===== config.mk =====
export PLATFORM = sky130hd
export DESIGN_NAME = instr_fetch_unit
export DESIGN_NICKNAME = d
export VERILOG_FILES = /design/src/rtl/instr_fetch_unit.sv
export SDC_FILE = /design/constraint.sdc
export NUM_CORES = 1
export LEC_CHECK = 0
export CAP_MARGIN = 20
export CORE_AREA = 2 2 132 134
export CTS_BUF_LIST = sky130_fd_sc_hd__clkbuf_16
export DETAILED_ROUTE_END_ITERATION = 6
export DIE_AREA = 0 0 134 136
export GPL_TIMING_DRIVEN = 0
export PLACE_DENSITY_LB_ADDON = 0.25
export SLEW_MARGIN = 20
export SYNTH_ARGS = -nofsm -noshare
export SYNTH_HDL_FRONTEND = slang
export SYNTH_SLANG_ARGS = --single-unit

===== constraint.sdc =====
create_clock -name clk -period 3.6 [get_ports clk]
set_input_delay 0.72 -clock clk [delete_from_list [all_inputs] [get_ports clk]]
set_output_delay 0.72 -clock clk [all_outputs]
set_load 0.005 [all_outputs]

===== src/rtl/instr_fetch_unit.sv =====
// -----------------------------------------------------------------------------
// instr_fetch_unit
//
// Instruction fetch stage of the multi-cycle MIPS core. Owns the program
// counter, issues single-word requests to instruction memory, latches the
// returned word into the instruction register and hands it to the opcode
// decoder through a valid/ready handshake. Branch/jump redirects are accepted
// in every state; accepted instructions are counted.
//
// Optional feature (compile-time macro IFU_TIMEOUT_EN):
//   defined   - a response that fails to arrive within TIMEOUT_CYCLES WAIT
//               cycles sets the sticky fetch_err flag and the request is
//               reissued (to the pending redirect target if one is stored).
//   undefined - WAIT waits indefinitely and fetch_err is tied to 0.
//
// Parameters:
//   RESET_PC        PC after reset (word aligned)
//   TIMEOUT_CYCLES  WAIT cycles before a timeout (IFU_TIMEOUT_EN only)
//
// Ports:
//   clk, rst_n                   clock, asynchronous active-low reset
//   imem_req / imem_addr         one-cycle fetch request and its address
//   imem_rvalid / imem_rdata     instruction memory response
//   redirect_valid / redirect_pc branch/jump redirect (target bits [1:0] dropped)
//   instr / opcode               instruction register and its opcode field
//   pc_out / pc_plus4            address of instr and that address + 4
//   instr_valid / instr_ready    decoder handshake
//   fetch_count                  accepted-instruction counter (wraps)
//   fetch_err                    sticky timeout flag
// -----------------------------------------------------------------------------
module instr_fetch_unit #(
    parameter logic [31:0] RESET_PC       = 32'h0000_0000,
    parameter int          TIMEOUT_CYCLES = 16
) (
    input  logic        clk,
    input  logic        rst_n,
    output logic        imem_req,
    output logic [31:0] imem_addr,
    input  logic        imem_rvalid,
    input  logic [31:0] imem_rdata,
    input  logic        redirect_valid,
    input  logic [31:0] redirect_pc,
    output logic [31:0] instr,
    output logic [5:0]  opcode,
    output logic [31:0] pc_out,
    output logic [31:0] pc_plus4,
    output logic        instr_valid,
    input  logic        instr_ready,
    output logic [15:0] fetch_count,
    output logic        fetch_err
);

    typedef enum logic [1:0] {
        S_IDLE  = 2'd0,
        S_FETCH = 2'd1,
        S_WAIT  = 2'd2,
        S_HOLD  = 2'd3
    } state_t;

    // Reject misaligned reset PCs and meaningless timeouts at elaboration.
    if (TIMEOUT_CYCLES < 1 || RESET_PC[1:0] != 2'b00) begin : g_cfg_check
        $error("instr_fetch_unit: invalid RESET_PC or TIMEOUT_CYCLES");
    end

    state_t      r_state;
    logic [31:0] r_pc;
    logic [31:0] r_pc_out;
    logic [31:0] r_instr;
    logic        r_instr_valid;
    logic        r_imem_req;
    logic [15:0] r_fetch_count;
    logic        r_redir_pend;
    logic [31:0] r_redir_tgt;

    logic [31:0] w_redir_tgt;
    logic        w_pend_any;
    logic [31:0] w_pend_tgt;
    logic [31:0] w_pc_inc;
    logic        w_unused;

    assign w_redir_tgt = {redirect_pc[31:2], 2'b00};
    assign w_unused    = &{1'b0, redirect_pc[1:0]};
    // A redirect arriving in the same cycle as the response (or timeout)
    // takes precedence over a previously stored one.
    assign w_pend_any  = r_redir_pend | redirect_valid;
    assign w_pend_tgt  = redirect_valid ? w_redir_tgt : r_redir_tgt;
    assign w_pc_inc    = r_pc + 32'd4;

`ifdef IFU_TIMEOUT_EN
    localparam int TO_W = (TIMEOUT_CYCLES > 1) ? $clog2(TIMEOUT_CYCLES) : 1;
    localparam logic [TO_W-1:0] TO_LAST = TO_W'(TIMEOUT_CYCLES - 1);
    logic [TO_W-1:0] r_to_cnt;
    logic            r_fetch_err;
`endif

    always_ff @(posedge clk or negedge rst_n) begin
        if (!rst_n) begin
            r_state       <= S_IDLE;
            r_pc          <= RESET_PC;
            r_pc_out      <= RESET_PC;
            r_instr       <= 32'd0;
            r_instr_valid <= 1'b0;
            r_imem_req    <= 1'b0;
            r_fetch_count <= 16'd0;
            r_redir_pend  <= 1'b0;
            r_redir_tgt   <= 32'd0;
`ifdef IFU_TIMEOUT_EN
            r_to_cnt      <= '0;
            r_fetch_err   <= 1'b0;
`endif
        end else begin
            case (r_state)
                S_IDLE: begin
                    if (redirect_valid) r_pc <= w_redir_tgt;
                    r_state    <= S_FETCH;
                    r_imem_req <= 1'b1;
                end
                S_FETCH: begin
                    r_imem_req <= 1'b0;
                    r_state    <= S_WAIT;
                    if (redirect_valid) begin
                        r_redir_pend <= 1'b1;
                        r_redir_tgt  <= w_redir_tgt;
                    end
`ifdef IFU_TIMEOUT_EN
                    r_to_cnt <= '0;
`endif
                end
                S_WAIT: begin
                    if (imem_rvalid) begin
                        if (w_pend_any) begin
                            // Stale response: drop it and fetch the target.
                            r_pc         <= w_pend_tgt;
                            r_redir_pend <= 1'b0;
                            r_state      <= S_FETCH;
                            r_imem_req   <= 1'b1;
                        end else begin
                            r_instr       <= imem_rdata;
                            r_pc_out      <= r_pc;
                            r_instr_valid <= 1'b1;
                            r_state       <= S_HOLD;
                        end
                    end else begin
                        if (redirect_valid) begin
                            r_redir_pend <= 1'b1;
                            r_redir_tgt  <= w_redir_tgt;
                        end
`ifdef IFU_TIMEOUT_EN
                        if (r_to_cnt == TO_LAST) begin
                            r_fetch_err <= 1'b1;
                            r_state     <= S_FETCH;
                            r_imem_req  <= 1'b1;
                            if (w_pend_any) begin
                                r_pc         <= w_pend_tgt;
                                r_redir_pend <= 1'b0;
                            end
                        end else begin
                            r_to_cnt <= r_to_cnt + TO_W'(1);
                        end
`endif
                    end
                end
                S_HOLD: begin
                    // Either acceptance or a flush ends the hold; a redirect
                    // wins the next PC even when the instruction is accepted.
                    if (redirect_valid || instr_ready) begin
                        r_instr_valid <= 1'b0;
                        r_state       <= S_FETCH;
                        r_imem_req    <= 1'b1;
                        r_pc          <= redirect_valid ? w_redir_tgt : w_pc_inc;
                        if (instr_ready) r_fetch_count <= r_fetch_count + 16'd1;
                    end
                end
                default: begin
                    r_state    <= S_IDLE;
                    r_imem_req <= 1'b0;
                end
            endcase
        end
    end

    assign imem_req    = r_imem_req;
    assign imem_addr   = r_pc;
    assign instr       = r_instr;
    assign opcode      = r_instr[31:26];
    assign pc_out      = r_pc_out;
    assign pc_plus4    = r_pc_out + 32'd4;
    assign instr_valid = r_instr_valid;
    assign fetch_count = r_fetch_count;
`ifdef IFU_TIMEOUT_EN
    assign fetch_err   = r_fetch_err;
`else
    assign fetch_err   = 1'b0;
`endif

endmodule

Word level (Yosys, flattened, before mapping)
Index checks and enable logic that the tools add are counted.

Register bits after elaboration: 149. Bits of input ports: 69. Logic and storage cells: 62.

Add/sub/neg operators: 3. Equality and inequality tests: 10. Multiplexer cells: 25. Bitwise logic cells: 2. Reductions and logical operators: 13.

Operators by type and width (number): 2-to-1 mux 32 bit (7); one-hot mux 32 bit (3 select lines) (1); adder 32 x 3 -> 32 bit, second input constant (2); one-hot mux 32 bit (2 select lines) (1); adder 16 x 1 -> 16 bit, second input constant (1); inequality test 2 bit, second input constant (6); 2-to-1 mux 1 bit (9); AND reduction 3 bit (3); one-hot mux 2 bit (4 select lines) (1); 2-to-1 mux 2 bit (3); AND reduction 2 bit (3); AND reduction 5 bit (1); == test 2 bit, second input constant (2); one-hot mux 1 bit (2 select lines) (2); one-hot mux 1 bit (4 select lines) (1); AND reduction 4 bit (1); nonzero test 2 bit (2); inequality test 3 bit, second input constant (1); nonzero test 3 bit (1); == test 2 x 1 -> 1 bit, second input constant (1); zero test 2 bit (1); logical OR 1 bit (1); NOT 1 bit (1); OR 1 bit (1).

Longest topological paths before layout
Depth after elaboration: 4. Depth in mapped cells: 11. Gate-level depth less buffers: 7.

Worst setup path after synthesis
No wires, ideal clock.

Path type: register -> output. Start point: reg r_pc_out[9] (netlist: pc_out[9]). End point: out pc_plus4[31]. Data arrival time: 1.691 ns. Data required time: 2.880 ns. Slack: 1.189 ns. Cell stages (with the launch flop): 7. Cell sequence: dfrtp_1 > nand3_2 > or3_1 > buf_6 > nor4b_4 > nand4_1 > xnor2_1.

Word-level cells in the longest chain between the ends: 1.

RTL lines: start, declared (RTL line 67) `logic [31:0] r_pc_out;`; start signal, assigned (RTL line 139) `r_pc_out <= r_pc;`; adder 32 x 3 -> 32 bit (RTL line 187) `assign pc_plus4 = r_pc_out + 32'd4;`; end, declared (RTL line 46) `output logic [31:0] pc_plus4,`.

Every way passes these cells.

Final worst setup path
Start point: reg r_pc_out[10] (netlist: pc_out[10]). End point: out pc_plus4[28].

Same word-level chain as after synthesis.

==> metrics.txt <==
fin worst setup slack about 0.20 ns; port bufs roughly 220; dominant synthesized flop cell dfrtp_1; dpl ws 0.519 ns; Worst Setup End Kind primary output; Vert. Die Dim about 140 um; placed cell area 9890 um2; gr usage total 0.223; worst-path maximum fanout 6; Pleak about 4.4 nW; cells after synthesis approximately 660; Starting Density 0.438; CTS tree yes; area of the multi-input gates 3380 um2; GPL Wtd Cong 0.900; Final Max Slew Viols 0; post-synthesis cell area 7390 um2; post-synthesis sequential area ratio 0.504; wirelength, routed approximately 20,000 um; IO Count ~220; drt initial violations 443; first-pass GRT wire length 31,600 um; Synth top area share 0.504; final hold viol count 0; Antenna Cells 0; Int Pwr ~5 mW; deepest clock path buffer count 2; FF+latch count, synth approximately 150; drt first pass iters 5; H-tree depth 4; CTS sink cnt roughly 150; Finished Core Util 0.621; Avg Cell Area, Syn between 10 and 15 um2; core area around 17,000 um2; sw frac 0.334; worst min-delay path category primary input to asynchronous set/reset pin; Area Growth Syn to Fin 41.8%; Async SR Flop Fraction 1.00; max frequency 294 MHz; pin count of the biggest net entering global routing 90; Slew HR 0.336; status finished, final reports clean; Clock Tree Root clkbuf_16; CP Data Required Time between 2 and 3 ns; Compound-Gate Fraction of Synth Area 0.114; Synth Area in Simple Gates 0.130; Detail Placement HPWL between 15,000 and 20,000 um; CP Launch Type flop; post-synthesis adder-cell area fraction 0.0135; highest-delay cell along the critical path clkdlybuf4s50_1; via count about 6,200; reg2reg start r_state[0]; Post-synth EDFFs 0; main combinational cell family by area after synthesis multiplexers; initial antenna violation count 0; CP startpoint pc_out[10]; RSZ-0062 raised after global routing no; fraction of layout cells with a size suffix above 1 0.176; Clk network pwr share 0.231; PwrDens 720 nW/um2; Post-Synth XOR/XNOR Area 0.0521; Nets 980; # rows 48; cts bufs inserted 17; mux cell area share after synthesis 0.146; fillers between 1,000 and 1,500; routed vias/inst approximately 5.4; endpoints failing setup 0; die area roughly 18,000 um2; CP max stage delay around 0.53 ns; fin crit share 0.943; yosys warns 0; Logic pwr share 0.379; P_sw between 2 and 3 mW; Reg power frac 0.390; top post-synthesis cells by area dfrtp_1, mux2_2, xnor2_1; CTS clk-pin slew, worst paths 0.06 ns; critical path arrival 2.68 ns; Die X about 130 um; area leader, netlist dfrtp_1; wire length per cell roughly 18 um; vias in the first global route 5,795; actual slew at the worst max-slew pin about 1 ns; min Tclk post-route around 3.4 ns; worst-path cell chain nand3_2 > or3_1 > buf_6 > nor4_4 > nand3_1 > xnor2_1 > clkdlybuf4s50_1; maximum vdd drop approximately 0.00038 V; Final Skew about 0.009 ns; register area between 3000 and 4000 um2; critical path class flop to primary output; # DRC 0; Routed Antenna Nets 0; fin area ~10,000 um2; Syn Nets 740; synth unique cells 55; max cap viols 0; Clock Latency Late Sink 0.43 ns; gr ovfl total 0
[worst paths after layout]
| check | cells past startpoint | endpoint | slack [ns] |
|---|---|---|---|
| max in group asynchronous | 2 | instr[16] | 2.55 |
| min reg2reg | 1 | r_redir_tgt[1] | 0.48 |
| max | 7 | pc_plus4[28] | 0.20 |
| min | 1 | r_redir_tgt[15] | 0.22 |
| min in group clk | 1 | r_redir_tgt[1] | 0.48 |
| max reg2reg | 9 | imem_addr[9] | 0.87 |
[power by group through the flow]
stage / combinational (mW) / sequential [mW] / clock [mW]
4_1_cts: 2.87 / 2.93 / 1.76
3_3_place_gp: 2.81 / 2.93 / 0
3_5_place_dp: 2.86 / 2.95 / 0
5_1_grt: 3.10 / 3.03 / 1.86
6_report: 2.86 / 2.94 / 1.74
2_1_floorplan: 1.34 / 2.79 / 0
[Yosys cell counts (5+ instances only)]
cell type and count:
dfrtp_1 149, xor2_1 9, mux2_2 94, xnor2_1 35
inv_1 13, nor3_1 9, nor4_1 6, a22oi_1 15
nand4_1 20, o21ai_0 47, buf_2 10, and2_1 5
a22o_1 8, nor2_1 24, clkbuf_1 15, buf_4 15
nand2_1 52, a221oi_1 6, a31oi_1 5, ha_1 8
o31a_1 7, a21oi_1 12, and3_1 8, nand3_1 34
[critical path, delay by kind of cell, from the launching register on]
kind	cells	cell delay (ns)
XOR/XNOR	1	0.15
buffers and inverters	2	0.68
flip-flops	1	0.44
AND/OR/NAND/NOR	4	0.99
[timing repair]
| action | in CTS | in global routing |
|---|---|---|
| gates resized for setup | 0 | 2 |
| endpoints found under the setup margin | 0 | 12 |
| hold buffers | 0 | 0 |
| buffers inserted | 0 | 2 |
[flip-flops by register name, summed over array words and instances, names as in the netlist]
register and cells:
imem_addr 32, instr 32, pc_out 32, r_redir_tgt 32, fetch_count 16, r_state 2
imem_req 1, instr_valid 1, r_redir_pend 1
[cells by family (layout without fill, tap and decap cells)]
| group | Yosys count | in the layout |
|---|---|---|
| adders and majority gates | 8 | 8 |
| AOI/OAI and AO/OA | 127 | 127 |
| and+or+nand+nor | 181 | 181 |
| DFF | 149 | 149 |
| buffers and inverters | 57 | 309 |
| other | 1 | 1 |
| xor gates and xnor gates | 44 | 44 |
| muxes | 96 | 96 |
[metal layers]
metal,wire [um],track usage,share of wire
met5,0,0,0
met4,359,0.0739,0.018
met3,1490,0.0585,0.073
met2,9700,0.349,0.48
met1,8790,0.303,0.43
[metrics by stage]
stage / std cells / hold WS, ns / TNS, ns / power [mW]
floorplan: 663 / 0.424 / 0 / 4.13
global placement: 1106 / 0.462 / -647.39 / 5.74
detailed placement: 1107 / 0.473 / 0 / 5.81
CTS: 1138 / 0.248 / 0 / 7.57
global route: 1140 / 0.247 / 0 / 7.99
finish: 1140 / 0.218 / 0 / 7.54
[layout make-up]
cell class              count  share of cell area
clock inverters            14              0.0136
plain buffers              44              0.0230
inverters                  13             0.00466
well taps                 225              0.0269
multi-input cells         457               0.323
clock buffers              17              0.0406
flip-flops and latches    149               0.356
repair buffers            221               0.213
[placed cells by master (no fill, tap or decap), types with 4 or more instances in the layout]
master,instances
clkbuf_1,15
clkbuf_16,17
dfrtp_1,148
inv_1,13
nand2_1,52
a41oi_1,4
a31oi_1,5
a22o_1,8
clkdlybuf4s50_1,217
xnor2_1,35
nand3_1,34
o31a_1,7
buf_2,10
or4_1,4
o211ai_1,4
and3_1,8
or3_1,4
a221oi_1,6
buf_4,17
and2_1,5
nor3_1,9
o21ai_0,47
nand4_1,20
nor2_1,24
nor4_1,5
ha_1,8
a22oi_1,15
xor2_1,9
clkinv_1,6
mux2_2,94
a21oi_1,12
Note: power is estimated with default switching activity, not from simulation.
